`src/rtl/motor_ctrl_pkg.sv`:
```
// Shared types and constants for the crash-avoidance drive-train controller.
// State encodings are visible on state_o, so they are fixed here.
package motor_ctrl_pkg;

    localparam int   PWM_W   = 8;
    localparam logic DIR_FWD = 1'b1;
    localparam logic DIR_REV = 1'b0;

    typedef enum logic [2:0] {
        ST_IDLE    = 3'd0,
        ST_DRIVE   = 3'd1,
        ST_BRAKE   = 3'd2,
        ST_REVERSE = 3'd3,
        ST_TURN    = 3'd4
    } state_e;

endpackage

```
`src/rtl/crash_debounce.sv`:
```
// Two-flop synchronizer for the asynchronous crash flag followed by a
// stable-run debouncer; crash_db_o only moves after a full stable run.
module crash_debounce #(
    parameter int DEBOUNCE_CYCLES = 1000,
    parameter int CNT_W           = 25
) (
    input  logic clk,
    input  logic reset,
    input  logic async_i,
    output logic crash_db_o
);

    logic [1:0]       sync_q;
    logic [CNT_W-1:0] cnt_q, cnt_d;
    logic             db_q, db_d;

    always_comb begin
        cnt_d = '0;
        db_d  = db_q;
        if (sync_q[1] != db_q) begin
            if (cnt_q == CNT_W'(DEBOUNCE_CYCLES - 1)) begin
                db_d = sync_q[1];
            end else begin
                cnt_d = cnt_q + CNT_W'(1);
            end
        end
    end

    always_ff @(posedge clk) begin
        if (reset) begin
            sync_q <= '0;
            cnt_q  <= '0;
            db_q   <= 1'b0;
        end else begin
            sync_q <= {sync_q[0], async_i};
            cnt_q  <= cnt_d;
            db_q   <= db_d;
        end
    end

    assign crash_db_o = db_q;

endmodule

```
`src/rtl/crash_avoid_motor_ctrl.sv`:
```
// Avoidance sequencer: brake, reverse, pivot right, then resume driving.
// Outputs are decoded from the next state so dir and PWM move with state_o.
module crash_avoid_motor_ctrl
    import motor_ctrl_pkg::*;
#(
    parameter int               DEBOUNCE_CYCLES = 1000,
    parameter int               BRAKE_CYCLES    = 5000000,
    parameter int               REVERSE_CYCLES  = 20000000,
    parameter int               TURN_CYCLES     = 15000000,
    parameter logic [PWM_W-1:0] REVERSE_DUTY    = 8'd128,
    parameter int               CNT_W           = 25
) (
    input  logic             clk,
    input  logic             reset,
    input  logic             enable,
    input  logic             is_crash,
    input  logic [PWM_W-1:0] speed_duty,
    output logic             pwm_l,
    output logic             pwm_r,
    output logic             dir_l,
    output logic             dir_r,
    output logic             brake,
    output logic [2:0]       state_o,
    output logic [7:0]       crash_count
);

    localparam logic [CNT_W-1:0] BRAKE_LD = CNT_W'(BRAKE_CYCLES - 1);
    localparam logic [CNT_W-1:0] REV_LD   = CNT_W'(REVERSE_CYCLES - 1);
    localparam logic [CNT_W-1:0] TURN_LD  = CNT_W'(TURN_CYCLES - 1);

    logic             crash_db;
    state_e           state_q, state_d;
    logic [CNT_W-1:0] phase_q, phase_d;
    logic [PWM_W-1:0] pwm_cnt_q;
    logic [7:0]       count_q, count_d;
    logic [PWM_W-1:0] duty_d;
    logic             dir_l_d, dir_r_d, brake_d;
    logic             pwm_q, dir_l_q, dir_r_q, brake_q;

    crash_debounce #(
        .DEBOUNCE_CYCLES(DEBOUNCE_CYCLES),
        .CNT_W          (CNT_W)
    ) u_db (
        .clk       (clk),
        .reset     (reset),
        .async_i   (is_crash),
        .crash_db_o(crash_db)
    );

    always_comb begin
        state_d = state_q;
        phase_d = phase_q;
        count_d = count_q;
        if (!enable) begin
            state_d = ST_IDLE;
        end else begin
            case (state_q)
                ST_IDLE: begin
                    if (!crash_db) state_d = ST_DRIVE;
                end
                ST_DRIVE: begin
                    if (crash_db) begin
                        state_d = ST_BRAKE;
                        phase_d = BRAKE_LD;
                        count_d = count_q + {7'd0, count_q != 8'hFF};
                    end
                end
                ST_BRAKE: begin
                    phase_d = phase_q - CNT_W'(1);
                    if (phase_q == '0) begin
                        state_d = ST_REVERSE;
                        phase_d = REV_LD;
                    end
                end
                ST_REVERSE: begin
                    phase_d = phase_q - CNT_W'(1);
                    if (phase_q == '0) begin
                        state_d = ST_TURN;
                        phase_d = TURN_LD;
                    end
                end
                ST_TURN: begin
                    phase_d = phase_q - CNT_W'(1);
                    if (phase_q == '0) begin
                        state_d = crash_db ? ST_BRAKE : ST_DRIVE;
                        phase_d = BRAKE_LD;
                        if (crash_db) begin
                            count_d = count_q + {7'd0, count_q != 8'hFF};
                        end
                    end
                end
                default: state_d = ST_IDLE;
            endcase
        end
    end

    always_comb begin
        duty_d  = '0;
        dir_l_d = DIR_FWD;
        dir_r_d = DIR_FWD;
        brake_d = 1'b0;
        unique case (state_d)
            ST_DRIVE:   duty_d = speed_duty;
            ST_BRAKE:   brake_d = 1'b1;
            ST_REVERSE: begin
                duty_d  = REVERSE_DUTY;
                dir_l_d = DIR_REV;
                dir_r_d = DIR_REV;
            end
            ST_TURN: begin
                duty_d  = REVERSE_DUTY;
                dir_r_d = DIR_REV;
            end
            default: duty_d = '0;
        endcase
    end

    always_ff @(posedge clk) begin
        if (reset) begin
            state_q   <= ST_IDLE;
            phase_q   <= '0;
            pwm_cnt_q <= '0;
            count_q   <= '0;
            pwm_q     <= 1'b0;
            dir_l_q   <= DIR_FWD;
            dir_r_q   <= DIR_FWD;
            brake_q   <= 1'b0;
        end else begin
            state_q   <= state_d;
            phase_q   <= phase_d;
            pwm_cnt_q <= pwm_cnt_q + PWM_W'(1);
            count_q   <= count_d;
            pwm_q     <= pwm_cnt_q < duty_d;
            dir_l_q   <= dir_l_d;
            dir_r_q   <= dir_r_d;
            brake_q   <= brake_d;
        end
    end

    assign pwm_l       = pwm_q;
    assign pwm_r       = pwm_q;
    assign dir_l       = dir_l_q;
    assign dir_r       = dir_r_q;
    assign brake       = brake_q;
    assign state_o     = state_q;
    assign crash_count = count_q;

endmodule
```
`config.mk`:
```
export PLATFORM = sky130hd
export DESIGN_NAME = crash_avoid_motor_ctrl
export DESIGN_NICKNAME = d
export VERILOG_FILES = /design/src/rtl/motor_ctrl_pkg.sv /design/src/rtl/crash_debounce.sv /design/src/rtl/crash_avoid_motor_ctrl.sv
export SDC_FILE = /design/constraint.sdc
export NUM_CORES = 1
export LEC_CHECK = 0
export ABC_AREA = 1
export BUFFER_PORTS_ARGS = -buffer_cell sky130_fd_sc_hd__clkbuf_2
export CAP_MARGIN = 40
export CORE_MARGIN = 4
export CORE_UTILIZATION = 54
export DETAILED_ROUTE_END_ITERATION = 7
export PLACE_DENSITY = 0.75
export SLEW_MARGIN = 5
export SYNTH_ARGS = -nofsm -noshare
export SYNTH_HDL_FRONTEND = slang
export SYNTH_SLANG_ARGS = --single-unit
export TNS_END_PERCENT = 30
```
`constraint.sdc`:
```
create_clock -name clk -period 2.4 [get_ports clk]
set_clock_uncertainty 0.2 [all_clocks]
set_input_delay 0.48 -clock clk [delete_from_list [all_inputs] [get_ports clk]]
set_output_delay 0.48 -clock clk [all_outputs]
set_load 0.1 [all_outputs]
```
Word level (Yosys, flattened, before mapping):

Cells that the tools add are included.

* $add $sub $neg: 4
* reductions and logical operators: 9
* order comparisons: 1
* equality and inequality tests: 13
* mux-type cells: 20
* bitwise gates (word level): 1

Operators with widths (number)
* 25-bit 2-to-1 mux: 4
* 25-bit one-hot mux with 4 select lines: 1
* 8-bit one-hot mux with 2 select lines: 2
* 25-bit by 1-bit adder with 25-bit output, second input constant: 1
* 25-bit by 10-bit == test with 1-bit output, second input constant: 1
* 25-bit logical NOT: 1
* 25-bit by 1-bit subtractor with 25-bit output, second input constant: 1
* 3-bit 2-to-1 mux: 6
* 8-bit 2-to-1 mux: 2
* 3-bit one-hot mux with 5 select lines: 1
* 3-bit by 2-bit == test with 1-bit output, second input constant: 4
* 8-bit by 1-bit adder with 8-bit output: 1
* 8-bit by 1-bit adder with 8-bit output, second input constant: 1
* 8-bit < comparator: 1
* 8-bit != test, second input constant: 1
* 3-bit by 1-bit == test with 1-bit output, second input constant: 2
* 3-bit == test, second input constant: 2
* 3-bit AND reduction: 2
* 4-bit nonzero test: 1
* 3-bit logical NOT: 1
* 1-bit 2-to-1 mux: 3
* 3-bit OR reduction: 1
* 2-bit 2-to-1 mux: 1
* 2-bit by 1-bit != test with 1-bit output, second input constant: 1
* other kinds (6): 6

* register bits: 76
* word-level logic and storage cells: 59
* output and inout port bits: 16
* input bits: 12

Logic depth before layout (Yosys ltp):

Gate-level depths: netlist of run 1.

* word-level depth: 8
* mapped depth: 20
* mapped depth without buffers: 20

Cells and area by module:

Synthesis of run 1 repeated with hierarchy kept, for this count alone.

* cell total of the unflattened synthesis: 631
* area total of the unflattened synthesis: 4266.6 um^2

By module, submodules not included
* crash_avoid_motor_ctrl: seq. area each 960.9 um^2, area each 2790.2 um^2, instances 1, cells an instance 403
* crash_debounce: seq. area each 560.5 um^2, area each 1476.4 um^2, instances 1, cells an instance 228

Worst setup path after synthesis of run 1:

No wires, ideal clock.

* kind: register to register
* start: reg state_q[1], in the netlist state_o[1]
* end: reg pwm_q, in the netlist pwm_l
* data required time: 2.080 ns
* slack: -0.464 ns
* clock period less this slack: 2.864 ns
* path buffers: 0
* arrival: 2.544 ns
* setup time: 0.120 ns
* cell stages (with the launch flop): 16
* cells stage by stage: dfxtp_1 > inv_1 > nor2_1 > nand2_1 > o21ai_0 > inv_1 > nand2_1 > nand2_1 > nand2_1 > nand2_1 > nor2_2 > a21oi_1 > ha_1 > nand2_1 > o211ai_1 > a21oi_1

* cells in the longest elaborated chain, start to end: 7
* elaborated cells on any way between the ends: 18
* classes of those cells: 1 x order compare; 7 x eq/ne; 8 x mux; 2 x reduce/logical

Ends and longest elaborated chain
* from (decl): line crash_avoid_motor_ctrl.sv:32 `state_e state_q, state_d;`
* from (signal assigned): line crash_avoid_motor_ctrl.sv:129 `state_q <= state_d;`
* 3-bit == test (tied with other cells): line crash_avoid_motor_ctrl.sv:57 `case (state_q)`
* 3-bit one-hot mux with 5 select lines (*): line crash_avoid_motor_ctrl.sv:57
* 3-bit 2-to-1 mux (*): line crash_avoid_motor_ctrl.sv:54 `if (!enable) begin`
* 3-bit == test / 3-bit by 2-bit == test with 1-bit output (equally long branches): line crash_avoid_motor_ctrl.sv:102 `unique case (state_d)`
* 2-bit OR reduction (no source line)
* 8-bit one-hot mux with 2 select lines (*): line crash_avoid_motor_ctrl.sv:102
* 8-bit < comparator (*): line crash_avoid_motor_ctrl.sv:133 `pwm_q <= pwm_cnt_q < duty_d;`
* to (signal assigned): line crash_avoid_motor_ctrl.sv:133
* to (decl): line crash_avoid_motor_ctrl.sv:38 `logic pwm_q, dir_l_q, dir_r_q, brake_q;`

Mark *: on every way between the ends. The rest lies on a longest branch, timed or not.
A chain may end at the register's enable or synchronous reset.

Worst setup path in the final report of run 1:

* start: reg phase_q[0]
* end: reg pwm_q, in the netlist pwm_l

* cells in the longest elaborated chain, start to end: 8
* elaborated cells on any way between the ends: 12
* classes of those cells: 1 x order compare; 3 x eq/ne; 6 x mux; 2 x reduce/logical

Ends and longest elaborated chain
* from (decl): line crash_avoid_motor_ctrl.sv:33 `logic [CNT_W-1:0] phase_q, phase_d;`
* from (signal assigned): line crash_avoid_motor_ctrl.sv:130 `phase_q <= phase_d;`
* 25-bit logical NOT (*): line crash_avoid_motor_ctrl.sv:70, crash_avoid_motor_ctrl.sv:77, crash_avoid_motor_ctrl.sv:84
* 3-bit 2-to-1 mux, on equally long branches: line crash_avoid_motor_ctrl.sv:84, crash_avoid_motor_ctrl.sv:70, crash_avoid_motor_ctrl.sv:77
* 3-bit one-hot mux with 5 select lines (*): line crash_avoid_motor_ctrl.sv:57
* 3-bit 2-to-1 mux (*): line crash_avoid_motor_ctrl.sv:54
* 3-bit == test / 3-bit by 2-bit == test with 1-bit output (equally long branches): line crash_avoid_motor_ctrl.sv:102
* 2-bit OR reduction (no source line)
* 8-bit one-hot mux with 2 select lines (*): line crash_avoid_motor_ctrl.sv:102
* 8-bit < comparator (*): line crash_avoid_motor_ctrl.sv:133

Marked as above.

==> impl_results.md, run 1 <==
* Setup_tns at -0.206 ns
* Via density at 5.29
* Critical path required time at 2.44 ns
* Critical path's slowest cell: dfxtp_2
* Fin. max-slew vios at 0
* DRT antenna net count at 0
* Syn_nets at 599
* Port Buffer Count at 27
* Synth warn at 0
* Top cells by count, synth: 110 x nand2_1, 85 x inv_1, 76 x dfxtp_1, 66 x nor2_1, 54 x a21oi_1
* First-pass GRT wire length at 17000 µm
* Total Routing Usage GR at 23.8%
* Total power at 5.30 mW
* Multi-input gate area at 0.00231 mm²
* Post-Syn Area at 0.00404 mm²
* Yosys top cell area share at 37.6%
* Initial Util at 55.7%
* Area leader, netlist: dfxtp_1
* DIE HEIGHT at 94.5 µm
* EDFF count, synth at 0
* Pin count of the biggest net entering global routing at 25
* DIE AREA at 0.00893 mm²
* Crit. End Element: flip-flop
* Run status: finished with violations
* CP cell instances: inv_2 > ha_4 > nand2_2 > nor2_2 > nand2_2 > nor2_2 > nand2_2 > nand2_1 > nand2_1 > nand2_2 > nand2_4 > nor2_4 > nand2_1 > ha_4 > a21oi_2 > o211ai_1 > a21oi_1
* TritonCTS Buffers at 9
* Period utilization at 109%
* Drt first pass iters at 5
* Final setup viols at 1
* Area Growth Syn to Fin at 29.7%
* CTS Buffer Depth at 2
* Post-Route WL at 10700 µm
* Family with the most delay on the worst path: simple AND/OR/NAND/NOR gates
* DP Area at 0.00484 mm²
* Hold Path Depth at 3
* Yosys cell types at 38
* Critical Path Stages at 17
* Main flop type after synthesis: dfxtp_1
* Share of layout cells above drive strength 1 at 28.7%
* Fill count at 606
* Vias in the first global route at 3981
* Placeable Area at 0.00725 mm²
* Routed len/inst at 13.6 µm
* Max frequency at 384 MHz
* Setup ws final at -0.206 ns
* Die W at 94.5 µm
* ANT cells at 0
* Rows at 31
* Worst-Margin Slew at 0.547 ns
* Register-to-Register Path Depth at 17
* Post-layout minimum cycle time at 2.61 ns
* Failing checks: negative setup slack
* Crit path arrival time at 2.65 ns
* Startpoint Class: flip-flop
* Fin. Hold Viols at 0
* Final instance area at 0.00525 mm²
* Post-synthesis cell count at 575
* Power Density at 1010 mW/mm²
* GRT Residual Overflow at 0
* Worst min-delay path category: in2reg
* CP Class: reg2reg
* Iteration-0 DRC Markers at 218
* Initial antenna violation count at 0
* Hold_ws at 0.119 ns
* Synthesized flop and latch total at 76
* Synth area leaders: dfxtp_1 38%, nand2_1 10%, inv_1 7.9%
* Clock slew seen by the registers of the worst setup and hold paths at 0.09 ns
* Critical Path Most Common Cell: nand2_2
* R2R setup slack at -0.21 ns
* CTS tree: done
* Routability congestion estimate at 0.943
* Synth Area per Inst at 7.03 µm²
* Async set-reset flop share out of synthesis at 0%
* Rel. slew slack at 63.7%
* Maxcap violations at 0
* Clock Tree Root: clkbuf_8
* Fin util at 72.3%
* Unrepaired setup endpoints after global routing: yes
* Most frequent cell after synthesis: nand2_1
* FF/Latch Area at 0.00154 mm²
* Leakage Power at 2.29 nW
* HPWL Detailed at 7740 µm
* Max VDD drop at 0.529 mV
* Worst skew pair latency at 0.36 ns
* Clock Sinks at 76
* Worst Path Buf+Inv at 1
* Sequential area share after synthesis at 37.6%
* Ports at 28
* Max incr delay on CP at 0.33 ns
* Fin nets at 705
* DR DRC count at 0
* H-tree level count at 3
* CP max FO at 7
* DR vias at 4150
==> worst register-to-register path: stages, from the launching register on <==
cell and delay [ns]:
dfxtp_2 0.33, inv_2 0.07, ha_4 0.16, nand2_2 0.06
nor2_2 0.12, nand2_2 0.10, nor2_2 0.11, nand2_2 0.09
nand2_1 0.07, nand2_1 0.06, nand2_2 0.09, nand2_4 0.08
nor2_4 0.21, nand2_1 0.13, ha_4 0.30, a21oi_2 0.06
o211ai_1 0.21, a21oi_1 0.06
==> layer usage <==
layer / part of all wire [%] / vias to the layer above / global-route usage (%)
li1: - / 2105 / -
met1: 44 / 1943 / 28.8
met3: 3.2 / 16 / 3.43
met2: 51 / 86 / 42.5
met5: 0 / - / 0
met4: 2.0 / 0 / 9.01
==> where the power goes <==
part           internal [mW]  leakage, nW  total (mW)  switching (mW)
Sequential              1.33        0.621        1.39          0.0570
Clock                  0.517       0.0999        1.04           0.527
Combinational           1.25         1.57        2.87            1.62
==> cell families (layout without fill, tap and decap cells) <==
family / after synthesis / count (layout) / share of synthesized area (%)
AOI/OAI and AO/OA: 111 / 111 / 15.4
and+or+nand+nor: 264 / 264 / 31.1
xor gates and xnor gates: 13 / 13 / 2.82
adders and majority gates: 12 / 12 / 3.71
DFF: 76 / 76 / 37.6
buffers and inverters: 99 / 210 / 9.35
==> state kept, by name, indices dropped and copies added (netlist names), 2 cells and up <==
name and cells:
crash_count 8, phase_q 25, pwm_cnt_q 8, state_o 3, u_db.cnt_q 25, u_db.sync_q 2
==> worst paths after layout <==
path | from | endpoint
max | phase_q[0] | pwm_l
min | is_crash | u_db.sync_q[0]
max reg2reg | phase_q[0] | pwm_l
min reg2reg | u_db.sync_q[0] | u_db.sync_q[1]
==> cell usage in the layout (no fill, tap or decap), drive strengths merged, types with 9 or more instances in the layout <==
master,synthesis,layout
dfxtp,76,76
nand3,28,28
a21oi,54,54
o21ai,33,33
inv,88,91
nor3,18,18
clkbuf,8,37
nand4,9,9
xor2,10,10
nand2,114,114
buf,3,79
ha,12,12
nor2,82,82
==> through the flow <==
stage | cells | worst slack, ns
2_1_floorplan | 575 | -0.0472
4_1_cts | 783 | -0.168
3_3_place_gp | 764 | -0.153
5_1_grt | 785 | -0.310
3_5_place_dp | 764 | -0.347
6_report | 785 | -0.206
==> timing repair <==
item | 4_1_cts | 5_1_grt
pin swaps | 4 | 19
buffers inserted | 3 | 2
endpoints found under the hold margin | 0 | 0
endpoints found under the setup margin | 1 | 5
hold buffers | 0 | 0
gates resized for setup | 14 | 28
==> area by class of cell <==
class                   count  area share, %
clock buffers              10           2.62
flip-flops and latches     76           29.4
multi-input cells         400           44.0
inverters                  88           6.30
repair buffers            106           14.0
well taps                  99           2.36
clock inverters             6           1.31
Note: power is estimated with default switching activity, not from simulation.
==> run 2: changes to the inputs <==
Settings changed: CELL_PAD_IN_SITES_DETAIL_PLACEMENT set to 1, CELL_PAD_IN_SITES_GLOBAL_PLACEMENT set to 2, CORE_UTILIZATION 54 to 31, PLACE_DENSITY 0.75 to not set, PLACE_DENSITY_LB_ADDON set to 0.1.
==> run 2 against run 1 <==
  * The flow still finishes with violations (negative setup slack)
  * First-iteration DRC count fell by 39%
  * Sequential power barely moved
  * Critical path type unchanged
  * Clock-buffer cell count rose by 1
  * Clock power rose by 28%
  * Hold slack improved by 0.0083 ns
  * Core utilization fell by 28 points
  * Critical path depth fell by 2
  * Setup slack improved by 0.097 ns
  * Largest power group unchanged
  * Global-route usage fell by 6.1 points
  * Register-to-register slack improved by 0.097 ns
  * Wire length rose by 16%
  * Fmax rose by 3.9%
  * Critical endpoint unchanged
==> impl_results.md, run 2 (synthesis results as in run 1) <==
* Rows at 41
* Fin. Hold Viols at 0
* Rel. slew slack at 63.8%
* Crit path arrival time at 2.58 ns
* Routed len/inst at 14.3 µm
* Critical path's slowest cell: dfxtp_1
* Run status: finished with violations
* Die W at 122 µm
* Clock slew seen by the registers of the worst setup and hold paths at 0.06 ns
* TritonCTS Buffers at 9
* DRT antenna net count at 0
* Total power at 5.81 mW
* Worst Hold Launch: is_crash
* Max VDD drop at 0.513 mV
* RR Startpoint: phase_q[2]
* Register-to-Register Path Depth at 15
* CTS Buffer Depth at 2
* R2R setup slack at -0.11 ns
* First-pass GRT wire length at 20700 µm
* Fin nets at 720
* Worst Setup SP: phase_q[2]
* Worst min-delay path category: in2reg
* Total Routing Usage GR at 17.6%
* Most frequent cells in the layout: 100 x nand2_1, 94 x buf_4, 79 x inv_1, 61 x dfxtp_1, 52 x nor2_1
* DIE HEIGHT at 122 µm
* CTS hold repair buffers at 0
* Worst-Margin Slew at 0.545 ns
* ANT cells at 0
* CTS tree: done
* CP Class: reg2reg
* CP max FO at 4
* Critical path required time at 2.47 ns
* Iteration-0 DRC Markers at 134
* Setup_tns at -0.109 ns
* H-tree level count at 3
* Initial Util at 31.9%
* Post-Route WL at 12500 µm
* Crit. End Element: flip-flop
* Fill count at 1605
* Clock Tree Root: clkbuf_16
* Maxcap violations at 0
* Placeable Area at 0.0127 mm²
* Initial antenna violation count at 0
* GRT Residual Overflow at 0
* Max frequency at 399 MHz
* Critical Path Most Common Cell: nand2_4
* DR vias at 4141
* Area Growth Syn to Fin at 37.5%
* Period utilization at 105%
* Share of layout cells above drive strength 1 at 32.0%
* Largest registers: phase_q (25), u_db.cnt_q (25)
* Clock Sinks at 76
* Hold_ws at 0.128 ns
* Power Density at 1050 mW/mm²
* Critical R2R Capture: pwm_l
* Fin. max-slew vios at 0
* DR DRC count at 0
* Failing checks: negative setup slack
* Ports at 28
* Routability congestion estimate at 0.841
* DIE AREA at 0.0149 mm²
* HPWL Detailed at 9490 µm
* DP Worst Slack at -0.436 ns
* Hold Path Sink: u_db.sync_q[0]
* Most common cell after layout, fill and taps aside: nand2_1
* Setup ws final at -0.109 ns
* Fin util at 43.9%
* Startpoint Class: flip-flop
* Unrepaired setup endpoints after global routing: yes
* Port Buffer Count at 27
* CP cell instances: nor2_2 > nand2_4 > nor2_4 > nand2_4 > nor2_8 > nand2_4 > nand2_4 > a21oi_4 > buf_4 > o21ai_2 > a21oi_2 > ha_1 > a21oi_1 > o211ai_1 > a21oi_1
* Hold Path Depth at 3
* Via density at 4.74
* Leakage Power at 2.41 nW
* Final setup viols at 1
* Max incr delay on CP at 0.35 ns
* Vias in the first global route at 4345
* Pin count of the biggest net entering global routing at 25
* Post-layout minimum cycle time at 2.51 ns
* Worst skew pair latency at 0.34 ns
* Drt first pass iters at 4
==> run 2: cell types whose count changed in the layout (fill, tap and decap cells not counted), moves of 4 or more <==
cell       change
inv_2          +4
dfxtp_2        +4
buf_4         +17
inv_1          -4
clkbuf_8       -8
nor2_1         -5
dfxtp_1        -4
clkbuf_16      +9
==> run 2: how the worst max path moves through the flow <==
| stage | cells after the start | endpoint | slack, ns |
|---|---|---|---|
| floorplan | 15 | pwm_l | -0.05 |
| global placement | 17 | pwm_l | -0.34 |
| detailed placement | 17 | pwm_l | -0.44 |
| CTS | 17 | pwm_l | -0.17 |
| global route | 16 | pwm_l | -0.28 |
| finish | 15 | pwm_l | -0.11 |
==> run 2: critical path: cells and delay by family (launching register included) <==
kind / cells / cell delay (ns)
fa+ha+maj: 1 / 0.30
compound gates: 6 / 0.64
simple gates: 7 / 0.78
buf+inv: 1 / 0.15
flops: 1 / 0.35
==> run 2: through the flow <==
stage	std cells	instance area (µm²)
finish	873	5560
global route	873	5560
CTS	870	5420
detailed placement	849	5020
global placement	849	5020
floorplan	575	4080
==> run 2: power by group <==
part           switching [mW]  internal (mW)  total, mW
Sequential             0.0582           1.33       1.39
Clock                   0.569          0.758       1.33
Combinational            1.77           1.33       3.10
==> run 2: cell type report <==
| cell class | count | area, µm² | share of cell area [%] |
|---|---|---|---|
| Timing Repair Buffer | 121 | 841 | 15.1 |
| Multi-Input combinational cell | 400 | 2340 | 42.0 |
| Inverter | 88 | 330 | 5.94 |
| Tap cell | 172 | 215 | 3.87 |
| Sequential cell | 76 | 1550 | 27.8 |
| Clock buffer | 11 | 253 | 4.55 |
| Clock inverter | 5 | 35.0 | 0.630 |
==> run 2: what timing repair did <==
action / CTS / global route
gates resized for setup: 24 / 36
endpoints found under the setup margin: 1 / 6
pin swaps: 15 / 23
buffers inserted: 5 / 3
==> run 2: per-layer routing <==
metal | wire length, µm | share of wire (%) | global-route usage (%) | up-vias
met5 | 0 | 0 | 0 | -
met4 | 259 | 2.1 | 7.42 | 0
met3 | 272 | 2.2 | 2.88 | 15
met2 | 6000 | 48 | 29.8 | 40
met1 | 5920 | 48 | 22.3 | 1958
li1 | - | - | - | 2128
